**config.mk**
```make
export PLATFORM = sky130hd
export DESIGN_NAME = op_ext_pipe_flat
export DESIGN_NICKNAME = d
export VERILOG_FILES = /design/src/rtl/op_ext_pipe_if.sv /design/src/rtl/op_ext_pipe.sv /design/src/flat_wrapper.sv
export SDC_FILE = /design/constraint.sdc
export NUM_CORES = 1
export LEC_CHECK = 0
export BUFFER_PORTS_ARGS = -buffer_cell sky130_fd_sc_hd__buf_2
export CORE_UTILIZATION = 35
export DETAILED_ROUTE_END_ITERATION = 6
export GPL_TIMING_DRIVEN = 0
export PLACE_DENSITY_LB_ADDON = 0.25
export SYNTH_ARGS = -nofsm -noshare
export SYNTH_HDL_FRONTEND = slang
export SYNTH_SLANG_ARGS = --single-unit
export TNS_END_PERCENT = 50
```
**constraint.sdc**
```tcl
create_clock -name clk -period 1.75 [get_ports clk]
set_input_delay 0.0875 -clock clk [delete_from_list [all_inputs] [get_ports clk]]
set_output_delay 0.0875 -clock clk [all_outputs]
set_load 0.005 [all_outputs]
```
**src/rtl/op_ext_pipe_if.sv**
```systemverilog
// Operand-extension pipe handshake bundle: producer side (in_*) and consumer side (out_*).
interface op_ext_pipe_if #(
    parameter int unsigned DW = 32
);
    logic          in_valid;
    logic          in_ready;
    logic [2:0]    in_mode;
    logic [DW-1:0] in_instr;
    logic [DW-1:0] in_pc;
    logic          out_valid;
    logic          out_ready;
    logic [DW-1:0] out_data;
    logic          out_err;
    logic [1:0]    count;

    modport master (
        output in_valid, in_mode, in_instr, in_pc, out_ready,
        input  in_ready, out_valid, out_data, out_err, count
    );

    modport slave (
        input  in_valid, in_mode, in_instr, in_pc, out_ready,
        output in_ready, out_valid, out_data, out_err, count
    );
endinterface

```
**src/rtl/op_ext_pipe.sv**
```systemverilog
// Immediate / jump-target extension unit feeding a 2-entry FIFO.
// The operand is extended combinationally at push; the FIFO head drives the outputs.
module op_ext_pipe #(
    parameter int unsigned DW       = 32,
    parameter int unsigned IMM_W    = 16,
    parameter int unsigned J_W      = 26,
    parameter int unsigned BR_SHIFT = 2
) (
    input  logic         clk,
    input  logic         rst,
    op_ext_pipe_if.slave bus
);
    localparam int unsigned   JB_W       = J_W + BR_SHIFT;
    localparam int unsigned   UP_SHIFT   = DW - IMM_W;
    localparam logic [DW-1:0] PC_HI_MASK = ~((DW'(1) << JB_W) - DW'(1));

    logic [DW-1:0]    mem_data [2];
    logic             mem_err  [2];
    logic             wr_ptr;
    logic             rd_ptr;
    logic [1:0]       count_q;

    logic [IMM_W-1:0] imm_c;
    logic [DW-1:0]    sext_c;
    logic [DW-1:0]    ext_data_c;
    logic             ext_err_c;
    logic             in_ready_c;
    logic             out_valid_c;
    logic             push_c;
    logic             pop_c;
    logic             unused_instr_hi;

    assign unused_instr_hi = ^bus.in_instr[DW-1:J_W];

    // Extension of the offered instruction according to in_mode
    always_comb begin
        ext_data_c = '0;
        ext_err_c  = 1'b0;
        imm_c      = bus.in_instr[IMM_W-1:0];
        sext_c     = {{UP_SHIFT{imm_c[IMM_W-1]}}, imm_c};
        case (bus.in_mode)
            3'b000:  ext_data_c = DW'(imm_c);
            3'b001:  ext_data_c = sext_c;
            3'b010:  ext_data_c = DW'(imm_c) << UP_SHIFT;
            3'b011:  ext_data_c = DW'(1);
            3'b100:  ext_data_c = (bus.in_pc & PC_HI_MASK)
                                | (DW'(bus.in_instr[J_W-1:0]) << BR_SHIFT);
            3'b101:  ext_data_c = sext_c << BR_SHIFT;
            default: begin
                ext_data_c = '0;
                ext_err_c  = 1'b1;
            end
        endcase
    end

    // Ready is gated by reset so nothing is accepted while rst is held
    assign in_ready_c  = !rst && (count_q != 2'd2);
    assign out_valid_c = (count_q != 2'd0);
    assign push_c      = bus.in_valid && in_ready_c;
    assign pop_c       = out_valid_c && bus.out_ready;

    always_ff @(posedge clk or posedge rst) begin
        if (rst) begin
            mem_data[0] <= '0;
            mem_data[1] <= '0;
            mem_err[0]  <= 1'b0;
            mem_err[1]  <= 1'b0;
            wr_ptr      <= 1'b0;
            rd_ptr      <= 1'b0;
            count_q     <= 2'd0;
        end else begin
            if (push_c) begin
                mem_data[wr_ptr] <= ext_data_c;
                mem_err[wr_ptr]  <= ext_err_c;
                wr_ptr           <= ~wr_ptr;
            end
            if (pop_c) begin
                rd_ptr <= ~rd_ptr;
            end
            case ({push_c, pop_c})
                2'b10:   count_q <= count_q + 2'd1;
                2'b01:   count_q <= count_q - 2'd1;
                default: count_q <= count_q;
            endcase
        end
    end

    assign bus.in_ready  = in_ready_c;
    assign bus.out_valid = out_valid_c;
    assign bus.out_data  = mem_data[rd_ptr];
    assign bus.out_err   = mem_err[rd_ptr];
    assign bus.count     = count_q;
endmodule

```
**src/flat_wrapper.sv**
```systemverilog
// flat-port wrapper written by rule: the top's interface ports become plain ports
module op_ext_pipe_flat 
#(
    parameter int unsigned DW       = 32,
    parameter int unsigned IMM_W    = 16,
    parameter int unsigned J_W      = 26,
    parameter int unsigned BR_SHIFT = 2
)
  (clk, rst, bus_in_valid, bus_in_mode, bus_in_instr, bus_in_pc, bus_out_ready, bus_in_ready, bus_out_valid, bus_out_data, bus_out_err, bus_count);
  op_ext_pipe_if #(.DW(DW)) bus_i ();
  input  logic clk;
  input  logic rst;
  input wire logic [$bits(bus_i.in_valid)-1:0] bus_in_valid;
  input wire logic [$bits(bus_i.in_mode)-1:0] bus_in_mode;
  input wire logic [$bits(bus_i.in_instr)-1:0] bus_in_instr;
  input wire logic [$bits(bus_i.in_pc)-1:0] bus_in_pc;
  input wire logic [$bits(bus_i.out_ready)-1:0] bus_out_ready;
  output wire logic [$bits(bus_i.in_ready)-1:0] bus_in_ready;
  output wire logic [$bits(bus_i.out_valid)-1:0] bus_out_valid;
  output wire logic [$bits(bus_i.out_data)-1:0] bus_out_data;
  output wire logic [$bits(bus_i.out_err)-1:0] bus_out_err;
  output wire logic [$bits(bus_i.count)-1:0] bus_count;
  assign bus_i.in_valid = bus_in_valid;
  assign bus_i.in_mode = bus_in_mode;
  assign bus_i.in_instr = bus_in_instr;
  assign bus_i.in_pc = bus_in_pc;
  assign bus_i.out_ready = bus_out_ready;
  assign bus_in_ready = bus_i.in_ready;
  assign bus_out_valid = bus_i.out_valid;
  assign bus_out_data = bus_i.out_data;
  assign bus_out_err = bus_i.out_err;
  assign bus_count = bus_i.count;
  op_ext_pipe #(.DW(DW), .IMM_W(IMM_W), .J_W(J_W), .BR_SHIFT(BR_SHIFT)) u_core (.clk(clk), .rst(rst), .bus(bus_i));
endmodule
```
After elaboration in Yosys (flattened, before gate mapping)

Index checks and enable logic that the tools add are counted.

Register bits: 70
Input port bits: 71
Output and inout bits: 37
Word-level logic and storage cells: 49

Add/subtract/negate cells: 2
$lt $le $gt $ge: 3
Equal/unequal tests: 8
Muxes and demuxes: 15
Bitwise gates (word level): 5
Reductions and logical operators: 9

Operator list:

| cell                                                                          | count |
|---|---|
| 32-bit one-hot mux with 6 select lines                                        | 1 |
| 32-bit 2-to-1 mux                                                             | 4 |
| 64-bit bitwise mux                                                            | 1 |
| 32-bit demux with 1-bit select                                                | 1 |
| 32-bit by 28-bit bitwise OR with 32-bit output                                | 1 |
| 3-bit by 2-bit == test with 1-bit output (second input constant)              | 2 |
| 3-bit == test (second input constant)                                         | 2 |
| 6-bit OR reduction                                                            | 1 |
| 1-bit 2-to-1 mux                                                              | 5 |
| 2-bit greater-or-equal comparator (second input constant)                     | 2 |
| 1-bit logical AND                                                             | 4 |
| 1-bit inverter with 2-bit output                                              | 2 |
| 2-bit one-hot mux with 2 select lines                                         | 1 |
| 2-bit nonzero test                                                            | 2 |
| 3-bit by 1-bit == test with 1-bit output (second input constant)              | 1 |
| 3-bit zero test                                                               | 1 |
| 2-bit by 1-bit adder with 2-bit output (second input constant)                | 1 |
| 2-bit bitwise mux                                                             | 1 |
| 2-bit by 1-bit == test with 1-bit output (second input constant)              | 1 |
| 2-bit == test (second input constant)                                         | 1 |
| 2-bit by 1-bit less-than comparator with 1-bit output (second input constant) | 1 |
| 2-bit inequality test (second input constant)                                 | 1 |
| 1-bit inverter                                                                | 2 |
| 2-bit by 1-bit subtractor with 2-bit output (second input constant)           | 1 |
| 2 further kinds                                                               | 2 |

Depth between registers and ports, before layout

Depth in word-level cells: 6
Gate-level depth with buffers: 6
Gate-level depth less buffers: 6

Worst setup path after synthesis

No wires, ideal clock.

Path kind: reg-to-reg
Start point: register u_core.count_q[1] (netlist: u_core.bus.count[1])
End point: register u_core.mem_data[34] (netlist bit)
Library setup time: 0.125 ns
Data arrival time: 1.440 ns
Data required time: 1.625 ns
Setup slack: 0.186 ns
Stages on the path, launching flop included: 5
Buffers on the path: 1
Period minus slack after synthesis: 1.564 ns
Path through: dfrtp_1 nor2b_1 nor3b_2 buf_4 mux2_2

Cells in the longest elaborated chain, start to end: 3

RTL lines:

| item                          | line              | text |
|---|---|---|
| start, declared               | op_ext_pipe.sv:21 | `logic [1:0] count_q;` |
| start signal, assigned        | op_ext_pipe.sv:81 | `2'b10: count_q <= count_q + 2'd1;` |
| start signal, assigned        | op_ext_pipe.sv:82 | `2'b01: count_q <= count_q - 2'd1;` |
| start signal, assigned        | op_ext_pipe.sv:83 | `default: count_q <= count_q;` |
| 2-bit inequality test         | op_ext_pipe.sv:57 | `assign in_ready_c = !rst && (count_q != 2'd2);` |
| 1-bit logical AND             | op_ext_pipe.sv:57 |  |
| 1-bit logical AND             | op_ext_pipe.sv:59 | `assign push_c = bus.in_valid && in_ready_c;` |
| end signal, assigned by index | op_ext_pipe.sv:73 | `mem_data[wr_ptr] <= ext_data_c;` |
| end, declared                 | op_ext_pipe.sv:17 | `logic [DW-1:0] mem_data [2];` |

Every way passes these cells.
A chain may end at the register's enable or synchronous reset.

Final worst setup path

Start point: register u_core.count_q[1] (netlist: u_core.bus.count[1])
End point: register u_core.mem_data[49] (netlist bit)

The elaborated chain is that of the path after synthesis.

==> impl_results.md <==
* Design Power at 7.02 mW
* Core area at 9910 µm²
* Mapped Cells at between 200 and 300
* Relative slew slack at 0.462
* Nets at 435
* First DRT Iteration DRCs at 82
* Average cell area after synthesis at 13.1 µm²
* Most frequent cells in the layout: mux2_2, buf_2, dfrtp_1, nor2_1, nor2b_1
* Worst-Skew Late Latency at 340 ps
* Worst Setup Path Type: reg -> reg
* Startpoint Class: flop
* Die area at 10800 µm²
* Total GRT Usage at 0.171
* Main synth FF type: dfrtp_1
* Worst Clk Skew at 7.29 ps
* Die X at 104 µm
* CP Cell Sequence: nor2b_1, nor3b_4, buf_4, mux2_2
* Period Utilization, post-route at 0.965
* Critical Path RT at 1980 ps
* RSZ-0062 raised after global routing: yes
* Chip height at 104 µm
* TritonCTS clock tree: done
* Worst-Margin Slew at 806 ps
* Critical Path Fanout Max at 10
* Unique cell type count in the Yosys netlist at 27
* Pwr dens at 1570 nW/µm²
* Final Hold Fails at 0
* Register area share after synthesis at 0.481
* Post-synth EDFFs at 0
* Placed cells at 483
* #FFs+latches synth at 70
* Highest achievable clock rate at 0.592 GHz
* Mean routed wirelength per cell at ~17 µm
* Type of the most critical hold path: in -> reg
* Total wire length at between 8000 and 9000 µm
* Slowest cell on crit path: dfrtp_1
* Synthesis Warnings at 0
* Placement Rows at 36
* Bufs and invs on worst path at 1
* Ratio of cells with drive above 1 in the final layout at 0.571
* Number of port buffers at 72
* Leading cell type in the layout, fill and taps excluded: mux2_2
* Post-synthesis async set-or-reset flop share at 1.00
* Post-Syn Area at 3640 µm²
* Vias in the first global route at 2669
* Inserted Diodes at 0
* Global route overflow at 0
* Final ANT Viol Nets at 0
* Fillers at 984
* Drt pass-1 iters at 4
* Max clock buf depth at 2
* CP peak stage delay at 430 ps
* Clk sink count at 70
* Outcome: completed
* Cell family with most CP delay: simple AND/OR/NAND/NOR gates
* CTS buffer count at 9
* Max Cap Viol at 0
* Finished Layout Cells at 501
* Area grow syn2layout at 22.6%
* Initial antenna violation count at 0
* Drt drc at 0
* CTS H-tree depth at 3
* Via count at about 2500
* IR drop worst, VDD at 0.807 mV
* DR vias/cell at 4.97
* Min cycle time layout at 1690 ps
* Worst EP arrival at between 1500 and 2000 ps
* GP Congestion at 0.794
* Fin. max-slew vios at 0
* Clock slew at reported path FFs at about 80 ps
* Clock Tree Root: clkbuf_8
* Syn nets at 349
* Final Setup Violations at 0
* Leak Pwr at 2.19 nW
* Top-Level Pins at roughly 110
* Post-DP HPWL at between 6000 and 7000 µm
* Largest net degree at the start of global routing at 37
* Crit. End Element: flop
* Starting Density at 0.368
* First-pass GRT wire length at 14400 µm
[routing by layer]
| layer | GRT usage | routed length [µm] | vias up |
|---|---|---|---|
| li1 | - | - | 1174 |
| met4 | 0.0337 | 30 | 0 |
| met2 | 0.263 | 3900 | 67 |
| met3 | 0.0520 | 489 | 2 |
| met5 | 0 | 0 | - |
| met1 | 0.237 | 4210 | 1249 |
[synthesized netlist by cell type (3+ instances only)]
library cell / instances / area [µm²]
nor2_1: 18 / 67.6
dfrtp_1: 70 / 1750
mux2_1: 4 / 45.0
and2_1: 3 / 18.8
a221o_1: 14 / 140
clkbuf_1: 3 / 11.3
mux2i_1: 15 / 150
buf_4: 5 / 37.5
buf_6: 3 / 33.8
mux2_2: 95 / 1070
buf_2: 8 / 40.0
xnor2_1: 3 / 26.3
nand2b_1: 3 / 18.8
nor2b_1: 16 / 100
[power by group]
part / switching (mW) / internal, mW / total (mW)
logic: 1.09 / 1.69 / 2.78
registers: 0.402 / 2.39 / 2.79
clock network: 0.640 / 0.807 / 1.45
[layout make-up]
class                      count  area [µm²]  share of cell area
multi-input combinational    185        1770               0.396
sequential                    70        1750               0.393
timing repair buffer          76         405              0.0908
tap                          133         166              0.0373
buffer                        19         139              0.0311
clock buffer                   9         124              0.0277
clock inverter                 7        97.6              0.0219
inverter                       2        11.3             0.00252
[repair_timing]
item	CTS	global route
pin swaps	0	1
buffers inserted	0	2
hold buffers	1	0
setup endpoints to repair	61	84
resized for setup	6	5
endpoints found under the hold margin	35	0
[cells by family after synthesis]
kind of cell | synth area share
adders and majority gates | 0.00343
xor gates and xnor gates | 0.0120
and+or+nand+nor | 0.0752
buffers and inverters | 0.0368
AOI/OAI and AO/OA | 0.0443
muxes | 0.347
DFF | 0.481
[sequential cells by signal, indices dropped and copies added, names as in the netlist]
signal,count
u_core.wr_ptr,1
u_core.rd_ptr,1
u_core.bus.count,2
u_core.mem_data,64
u_core.mem_err,2
[worst paths after layout]
check / slack [ps] / startpoint / depth (start not counted) / endpoint
max: 60 / u_core.bus.count[1] / 4 / u_core.mem_data[49]
min: 80 / bus_out_ready / 3 / u_core.rd_ptr
max reg2reg: 60 / u_core.bus.count[1] / 4 / u_core.mem_data[49]
min reg2reg: 490 / u_core.mem_data[33] / 1 / u_core.mem_data[33]
max in group asynchronous: 630 / rst / 4 / u_core.mem_data[16]
min in group asynchronous: 490 / rst / 3 / u_core.bus.count[1]
[through the flow]
stage	area, µm²	util	setup slack (ps)	hold slack [ps]	TNS, ps
finish	4470	0.451	61.7	79.9	0
global route	4470	0.451	-52.1	113	-1080
CTS	4440	0.448	-5.51	62.6	-8.60
detailed placement	4190	0.423	-77.8	297	-2070
global placement	4170	0.421	-58.8	438	-1880
floorplan	3650	-	186	206	0
[tightest hold or removal path, cell delays in order]
cell and delay [ps]:
buf_2 70, and2_1 150, xor2_1 80
(Power assumes the default switching activity.)
